===== src/rtl/sweep_scheduler.sv =====
// sweep_scheduler: frequency-sweep sequencer for the VNA DDS path.
// For each sweep point k it sends one AXI-Stream word cfg_start + k*cfg_step
// to the DDS register latch, waits cfg_settle cycles after the handshake, then
// holds acq_en high for max(cfg_dwell,1) cycles. Configuration is captured on
// the accepted start cycle; later changes to the cfg_* inputs are ignored.
//
// Optional build macro SWEEP_SCHEDULER_LOOP_EN adds cfg_loop: when set at
// start, the sweep restarts from cfg_start after the last point and runs
// until abort, with no done pulse.
//
// Ports:
//   aclk, aresetn        clock, synchronous active-low reset
//   cfg_start/step       first frequency word / per-point increment
//   cfg_npoints          number of sweep points (0 -> immediate done)
//   cfg_settle/dwell     settle cycles after handshake / acquisition cycles
//   start, abort         begin sweep (in IDLE) / terminate sweep at once
//   cfg_loop             (SWEEP_SCHEDULER_LOOP_EN only) continuous sweep
//   m_axis_*             frequency word stream to the DDS latch
//   acq_en               high during the dwell interval
//   point_idx            index of the current point
//   busy, done           sweep in progress / one-cycle completion pulse
module sweep_scheduler #(
  parameter int unsigned FREQ_WIDTH = 32,
  parameter int unsigned CNT_WIDTH  = 32,
  parameter int unsigned PTS_WIDTH  = 16
) (
  input  logic                  aclk,
  input  logic                  aresetn,
  input  logic [FREQ_WIDTH-1:0] cfg_start,
  input  logic [FREQ_WIDTH-1:0] cfg_step,
  input  logic [PTS_WIDTH-1:0]  cfg_npoints,
  input  logic [CNT_WIDTH-1:0]  cfg_settle,
  input  logic [CNT_WIDTH-1:0]  cfg_dwell,
  input  logic                  start,
  input  logic                  abort,
`ifdef SWEEP_SCHEDULER_LOOP_EN
  input  logic                  cfg_loop,
`endif
  output logic [FREQ_WIDTH-1:0] m_axis_tdata,
  output logic                  m_axis_tvalid,
  input  logic                  m_axis_tready,
  output logic                  acq_en,
  output logic [PTS_WIDTH-1:0]  point_idx,
  output logic                  busy,
  output logic                  done
);

  localparam logic [2:0] S_IDLE   = 3'd0;
  localparam logic [2:0] S_LOAD   = 3'd1;
  localparam logic [2:0] S_SETTLE = 3'd2;
  localparam logic [2:0] S_DWELL  = 3'd3;
  localparam logic [2:0] S_DONE   = 3'd4;

  logic [2:0]            state_q,  state_d;
  logic [CNT_WIDTH-1:0]  cnt_q,    cnt_d;
  logic [FREQ_WIDTH-1:0] tdata_q,  tdata_d;
  logic                  tvalid_q, tvalid_d;
  logic                  acq_q,    acq_d;
  logic [PTS_WIDTH-1:0]  idx_q,    idx_d;
  logic                  busy_q,   busy_d;
  logic                  done_q,   done_d;

  // Configuration captured at start
  logic [FREQ_WIDTH-1:0] base_q,   base_d;
  logic [FREQ_WIDTH-1:0] step_q,   step_d;
  logic [PTS_WIDTH-1:0]  npts_q,   npts_d;
  logic [CNT_WIDTH-1:0]  settle_q, settle_d;
  logic [CNT_WIDTH-1:0]  dwell_q,  dwell_d;
`ifdef SWEEP_SCHEDULER_LOOP_EN
  logic                  loop_q,   loop_d;
`endif

  // Counter reload values: the counter counts down to zero inclusive, and a
  // zero dwell still yields one acquisition cycle.
  logic [CNT_WIDTH-1:0] settle_last_c;
  logic [CNT_WIDTH-1:0] dwell_last_c;
  logic                 handshake_c;
  logic                 last_point_c;

  assign settle_last_c = settle_q - CNT_WIDTH'(1);
  assign dwell_last_c  = (dwell_q == '0) ? '0 : dwell_q - CNT_WIDTH'(1);
  assign handshake_c   = tvalid_q & m_axis_tready;
  assign last_point_c  = (idx_q == npts_q - PTS_WIDTH'(1));

  // Next-state and registered-output logic
  always_comb begin
    state_d  = state_q;
    cnt_d    = cnt_q;
    tdata_d  = tdata_q;
    idx_d    = idx_q;
    done_d   = 1'b0;
    base_d   = base_q;
    step_d   = step_q;
    npts_d   = npts_q;
    settle_d = settle_q;
    dwell_d  = dwell_q;
`ifdef SWEEP_SCHEDULER_LOOP_EN
    loop_d   = loop_q;
`endif

    case (state_q)
      S_IDLE: begin
        // abort wins over a simultaneous start
        if (start && !abort) begin
          base_d   = cfg_start;
          step_d   = cfg_step;
          npts_d   = cfg_npoints;
          settle_d = cfg_settle;
          dwell_d  = cfg_dwell;
`ifdef SWEEP_SCHEDULER_LOOP_EN
          loop_d   = cfg_loop;
`endif
          cnt_d    = '0;
          if (cfg_npoints != '0) begin
            idx_d   = '0;
            tdata_d = cfg_start;
            state_d = S_LOAD;
          end else begin
            state_d = S_DONE;
          end
        end
      end
      S_LOAD: begin
        if (abort) begin
          state_d = S_IDLE;
        end else if (handshake_c) begin
          if (settle_q != '0) begin
            cnt_d   = settle_last_c;
            state_d = S_SETTLE;
          end else begin
            cnt_d   = dwell_last_c;
            state_d = S_DWELL;
          end
        end
      end
      S_SETTLE: begin
        if (abort) begin
          state_d = S_IDLE;
        end else if (cnt_q == '0) begin
          cnt_d   = dwell_last_c;
          state_d = S_DWELL;
        end else begin
          cnt_d = cnt_q - CNT_WIDTH'(1);
        end
      end
      S_DWELL: begin
        if (abort) begin
          state_d = S_IDLE;
        end else if (cnt_q == '0) begin
          if (!last_point_c) begin
            idx_d   = idx_q + PTS_WIDTH'(1);
            tdata_d = tdata_q + step_q;
            state_d = S_LOAD;
          end else begin
`ifdef SWEEP_SCHEDULER_LOOP_EN
            if (loop_q) begin
              idx_d   = '0;
              tdata_d = base_q;
              state_d = S_LOAD;
            end else begin
              state_d = S_DONE;
            end
`else
            state_d = S_DONE;
`endif
          end
        end else begin
          cnt_d = cnt_q - CNT_WIDTH'(1);
        end
      end
      S_DONE: begin
        // done is registered out of this state; abort here suppresses it
        state_d = S_IDLE;
        done_d  = !abort;
      end
      default: begin
        state_d = S_IDLE;
      end
    endcase

    tvalid_d = (state_d == S_LOAD);
    acq_d    = (state_d == S_DWELL);
    busy_d   = (state_d == S_LOAD) || (state_d == S_SETTLE) || (state_d == S_DWELL);
  end

  // State and output registers
  always_ff @(posedge aclk) begin
    if (!aresetn) begin
      state_q  <= S_IDLE;
      cnt_q    <= '0;
      tdata_q  <= '0;
      tvalid_q <= 1'b0;
      acq_q    <= 1'b0;
      idx_q    <= '0;
      busy_q   <= 1'b0;
      done_q   <= 1'b0;
      base_q   <= '0;
      step_q   <= '0;
      npts_q   <= '0;
      settle_q <= '0;
      dwell_q  <= '0;
`ifdef SWEEP_SCHEDULER_LOOP_EN
      loop_q   <= 1'b0;
`endif
    end else begin
      state_q  <= state_d;
      cnt_q    <= cnt_d;
      tdata_q  <= tdata_d;
      tvalid_q <= tvalid_d;
      acq_q    <= acq_d;
      idx_q    <= idx_d;
      busy_q   <= busy_d;
      done_q   <= done_d;
      base_q   <= base_d;
      step_q   <= step_d;
      npts_q   <= npts_d;
      settle_q <= settle_d;
      dwell_q  <= dwell_d;
`ifdef SWEEP_SCHEDULER_LOOP_EN
      loop_q   <= loop_d;
`endif
    end
  end

  assign m_axis_tdata  = tdata_q;
  assign m_axis_tvalid = tvalid_q;
  assign acq_en        = acq_q;
  assign point_idx     = idx_q;
  assign busy          = busy_q;
  assign done          = done_q;

endmodule


===== config.mk =====
export PLATFORM = sky130hd
export DESIGN_NAME = sweep_scheduler
export DESIGN_NICKNAME = d
export VERILOG_FILES = /design/src/rtl/sweep_scheduler.sv
export SDC_FILE = /design/constraint.sdc
export NUM_CORES = 1
export LEC_CHECK = 0
export CAP_MARGIN = 10
export CORE_UTILIZATION = 49
export CTS_CLUSTER_DIAMETER = 150
export DETAILED_ROUTE_END_ITERATION = 7
export PLACE_DENSITY_LB_ADDON = 0.2
export SYNTH_ARGS = -nofsm -noshare
export SYNTH_HDL_FRONTEND = slang
export SYNTH_SLANG_ARGS = --single-unit

===== constraint.sdc =====
create_clock -name aclk -period 2.8 [get_ports aclk]
set_clock_uncertainty 0.05 [all_clocks]
set_input_delay 0.28 -clock aclk [delete_from_list [all_inputs] [get_ports aclk]]
set_output_delay 0.28 -clock aclk [all_outputs]
set_load 0.02 [all_outputs]

## Word level (Yosys, flattened, before mapping)

Index checks and enable logic that the tools add are counted.
Widths: inputs -> output; s select.

- Flip-flop bits (word level): 199
- Bits in latches: 0
- Memory bits (writable): 0
- ROM bits: 0
- Input port bits: 149
- Output and inout port bits: 52
- Logic and storage cells: 84
- Memories: 0

- $add $sub $neg: 6
- Multiply operators: 0
- Div/mod/pow operators: 0
- Order comparisons: 0
- Equality and inequality tests: 17
- Shift-type cells: 0
- Muxes and demuxes: 33
- Bitwise gates (word level): 1
- Reductions and logical operators: 15

Operator list:

| cell | count |
|---|---|
| $mux 32 | 14 |
| $pmux 32 s4 | 1 |
| $sub 32x1->32 const B | 3 |
| $mux 16 | 5 |
| $logic_not 32->1 | 2 |
| $pmux 32 s2 | 1 |
| $add 32x32->32 | 1 |
| $pmux 16 s2 | 1 |
| $reduce_bool 32->1 | 1 |
| $mux 3 | 9 |
| $ne 2x2->1 const B | 9 |
| $add 16x1->16 const B | 1 |
| $eq 16x16->1 | 1 |
| $reduce_bool 16->1 | 1 |
| $sub 16x1->16 const B | 1 |
| $eq 3x2->1 const B | 4 |
| $pmux 3 s4 | 1 |
| $reduce_and 7->1 | 1 |
| $eq 3x1->1 const B | 2 |
| $reduce_and 6->1 | 1 |
| $reduce_and 2->1 | 2 |
| $reduce_bool 4->1 | 1 |
| $eq 3x3->1 const B | 1 |
| $logic_not 3->1 | 1 |
| other kinds (6) | 7 |

## Logic depth before layout (Yosys ltp)

- Word-level depth: 9
- Depth in mapped cells: 12
- Mapped depth without buffers: 11

## Worst setup path after synthesis

No wires, ideal clock.

- Kind: reg-to-reg
- Start point: register npts_q[0]
- End point: register idx_q[10] (netlist: point_idx[10])
- Library setup time: 0.070 ns
- Arrival time: 2.719 ns
- Data required time: 2.680 ns
- Setup slack: -0.040 ns
- Cell stages (with the launch flop): 12
- Buffers on the path: 1
- Clock period less this slack: 2.840 ns
- Path through: dfxtp_1 > inv_1 > ha_1 > or4b_1 > or4_1 > and3b_1 > o21ai_2 > a211o_1 > o21ai_2 > buf_6 > or4_1 > a21oi_1

- Cells in the longest elaborated chain, start to end: 4

RTL lines:

| item | line | RTL |
|---|---|---|
| start: declaration | 66 | `logic [PTS_WIDTH-1:0] npts_q, npts_d;` |
| start signal: assignment | 216 | `npts_q <= npts_d;` |
| $sub 16x1->16 | 83 | `assign last_point_c = (idx_q == npts_q - PTS_WIDTH'(1));` |
| $eq 16x16->1 | 83 |  |
| $ne 2x2->1 (no source line) | - |  |
| $reduce_and 6->1 (no source line) | - |  |
| end signal: assignment | 211 | `idx_q <= idx_d;` |
| end: declaration | 59 | `logic [PTS_WIDTH-1:0] idx_q, idx_d;` |

Every way passes these cells.
A chain may end at the register's enable or synchronous reset.

## Final worst setup path

- Start point: register npts_q[7]
- End point: register idx_q[8] (netlist: point_idx[8])

Same word-level chain as after synthesis.

==> results.sh <==
export IMPL_post_route_util_pct=67.8
export IMPL_area_growth_pct=36.0
export IMPL_p_per_area_mw_per_mm2=485
export IMPL_drt_iter0_drc=1001
export IMPL_fillerInstances=2118
export IMPL_path_clk_slew_ns=0.09
export IMPL_grt_max_degree=133
export IMPL_wl_mm=39.8
export IMPL_first_global_vias=12600
export IMPL_synthAdderAreaFrac_pct=3.98
export IMPL_cp_end_kind="register"
export IMPL_viasPerCell=5.86
export IMPL_hold_violations=0
export IMPL_initial_core_util_pct=49.9
export IMPL_setup_viol=27
export IMPL_syn_avg_cell_area_um2=7.34
export IMPL_synth_area_mux_share_pct=0.330
export IMPL_rows=57
export IMPL_grt_pass1_wl_mm=63.8
export IMPL_violations="setup timing"
export IMPL_io_buffer_count=200
export IMPL_min_period_over_period_pct=104
export IMPL_fmaxAchievable_mhz=343
export IMPL_yosys_area_share_simple_pct=28.8
export IMPL_die_area_mm2=0.0254
export IMPL_synth_compound_area_share_pct=22.9
export IMPL_final_nets=2136
export IMPL_status="finished, violations left"
export IMPL_yosysSeqAreaShare_pct=32.8
export IMPL_place_ws_ns=-0.134
export IMPL_placed_cells=2248
export IMPL_hp_class="in2reg"
export IMPL_postRouteAntennaNets=0
export IMPL_tightest_slew_ns=0.694
export IMPL_routedWlPerCell_um=17.4
export IMPL_p_leak_nw=6.69
export IMPL_synth_top_family_by_area="simple AND/OR/NAND/NOR gates"
export IMPL_synth_cells=1652
export IMPL_slew_viol_final=0
export IMPL_grt_ovfl_total=0
export IMPL_antenna_found_initial=1
export IMPL_crit_type="reg2reg"
export IMPL_synth_nets=1839
export IMPL_synth_area_mm2=0.0121
export IMPL_die_w_um=159
export IMPL_rsz0062_at_grt="yes"
export IMPL_setup_ws_ns=-0.116
export IMPL_ys_warnings_count=0
export IMPL_layout_drive_gt1_share_pct=14.4
export IMPL_timing_hold_ws_ns=0.331
export IMPL_ys_flop_type="dfxtp_1"
export IMPL_clkLatencyLatePin_ns=0.44
export IMPL_layoutNonFillerInstCount=2287
export IMPL_cp_start_kind="register"
export IMPL_cts_root_buffer="clkbuf_16"
export IMPL_core_mm2=0.0243
export IMPL_synth_edf_count=0
export IMPL_place_congestion=0.977
export IMPL_drtPass1Iterations=5
export IMPL_regToRegSetupSlack_ns=-0.12
export IMPL_hpwl_mm=28.9
export IMPL_synth_xor_area_share_pct=7.34
export IMPL_die_h_um=159
export IMPL_ys_async_sr_fraction_pct=0
export IMPL_cts_max_path_buffers=2
export IMPL_io_pins=201
export IMPL_synth_distinct_cells=74
export IMPL_num_vias=13400
export IMPL_required_ns=3.11
export IMPL_critPathArrivalTime_ns=3.23
export IMPL_period_minus_slack_ns=2.92
export IMPL_place_area_mm2=0.0155
export IMPL_cts_tree="built"
export IMPL_holdBufCountCts=0
export IMPL_htreeDepth=4
export IMPL_track_usage_pct=30.7
export IMPL_drc=0
export IMPL_final_cell_area_mm2=0.0165
export IMPL_numCtsBuffers=17
export IMPL_cts_sinks=199
export IMPL_synth_seq_cells=199
export IMPL_vdd_drop_max_v=0.000372
export IMPL_worstPathMaxFanout=7
export IMPL_maxSlewHeadroom_pct=53.7
export IMPL_drv_cap=0
==> per-layer routing <==
metal	GRT usage, %	vias up	part of all wire [%]
li1	-	6525	-
met5	0	-	0
met1	43.0	6272	46
met4	10.9	0	2.7
met3	4.92	83	7.2
met2	47.8	526	44
==> layout make-up <==
cell class              instances  area [um^2]  share of cell area [%]
well taps                     324          405                    2.46
flip-flops and latches        199         3990                    24.2
inverters                      25         96.3                   0.584
clock buffers                  18          439                    2.66
multi-input cells            1337         8000                    48.5
clock inverters                14          176                    1.07
repair buffers                369         3380                    20.5
diodes                          1         2.50                  0.0152
==> final timing paths <==
path / from / to / cells after the start
hold / removal: cfg_dwell[22] / dwell_q[22] / 3
setup reg to reg: npts_q[7] / point_idx[8] / 9
hold reg to reg: step_q[14] / step_q[14] / 2
setup / recovery: npts_q[7] / point_idx[8] / 9
==> layout by cell type, fill, tap and decap left out, types with 13 or more instances in the layout <==
master,count
o21ai_0,69
o22ai_1,17
or3_1,18
xor2_1,42
ha_1,35
clkbuf_16,17
xnor2_1,56
a21o_1,17
or4_1,15
nor4_1,26
dfxtp_1,196
nor2_1,117
nand3_1,39
inv_1,22
a31oi_1,24
buf_4,158
nor3_1,45
nand4_1,20
a21oi_1,177
o31ai_1,13
and3_1,16
clkdlybuf4s50_1,200
nand2_1,350
a211oi_1,15
or4_4,14
==> synthesized netlist by cell type (10+ instances only) <==
library cell | count | area [um^2]
and3_1 | 18 | 113
dfxtp_1 | 199 | 3980
a21oi_1 | 184 | 921
clkbuf_1 | 76 | 285
xor2_1 | 42 | 368
a31oi_1 | 24 | 150
or3_1 | 18 | 113
nor3_1 | 48 | 240
nand3_1 | 40 | 200
ha_1 | 37 | 463
xnor2_1 | 57 | 499
nor4_1 | 35 | 219
o21ai_0 | 77 | 385
nand2b_1 | 11 | 68.8
o22ai_1 | 17 | 106
inv_1 | 24 | 90.1
nand2_1 | 351 | 1320
o211ai_1 | 11 | 82.6
nor3b_1 | 10 | 75.1
o31ai_1 | 14 | 105
nand4_1 | 20 | 125
a311oi_1 | 13 | 114
a211oi_1 | 16 | 120
nor2_1 | 120 | 450
o21a_1 | 11 | 82.6
or4_1 | 28 | 210
a21o_1 | 17 | 128
==> sequential cells by signal, indices dropped and copies added, names as in the netlist <==
name / cells
acq_en: 1
busy: 1
cnt_q: 32
done: 1
dwell_q: 32
m_axis_tdata: 32
m_axis_tvalid: 1
npts_q: 16
point_idx: 16
settle_q: 32
state_q: 3
step_q: 32
==> cell families (layout without fill, tap and decap cells) <==
group / count (synthesis) / after routing
fa+ha+maj: 38 / 38
other cells: 0 / 1
simple gates: 745 / 745
mux: 4 / 4
flops: 199 / 199
compound gates: 450 / 450
buf+inv: 116 / 426
xor+xnor: 100 / 100
==> power by group <==
group / internal, mW / switching, mW
logic: 1.07 / 1.28
clock network: 1.32 / 1.28
registers: 2.95 / 0.110
total: 5.34 / 2.67
==> what timing repair did <==
action                                  in CTS  in global routing
cloned                                       0                  0
setup buffers                                2                  4
pin swaps                                    6                 10
endpoints found under the setup margin      44                 76
gates resized for setup                     10                 64
==> through the flow <==
stage,TNS (ns),power (mW)
floorplan,0,4.34
global placement,-0.338,5.28
detailed placement,-1.73,5.32
CTS,-0.292,7.91
global route,-4.76,8.33
finish,-0.886,8.00
==> critical path: stages (launching register included) <==
cell	delay [ns]
dfxtp_1	0.32
or4_4	0.56
or4_4	0.52
and3b_1	0.19
o21ai_2	0.13
a211o_1	0.19
o21ai_2	0.08
buf_6	0.14
or4_4	0.51
a21oi_1	0.14
(Power assumes the default switching activity.)
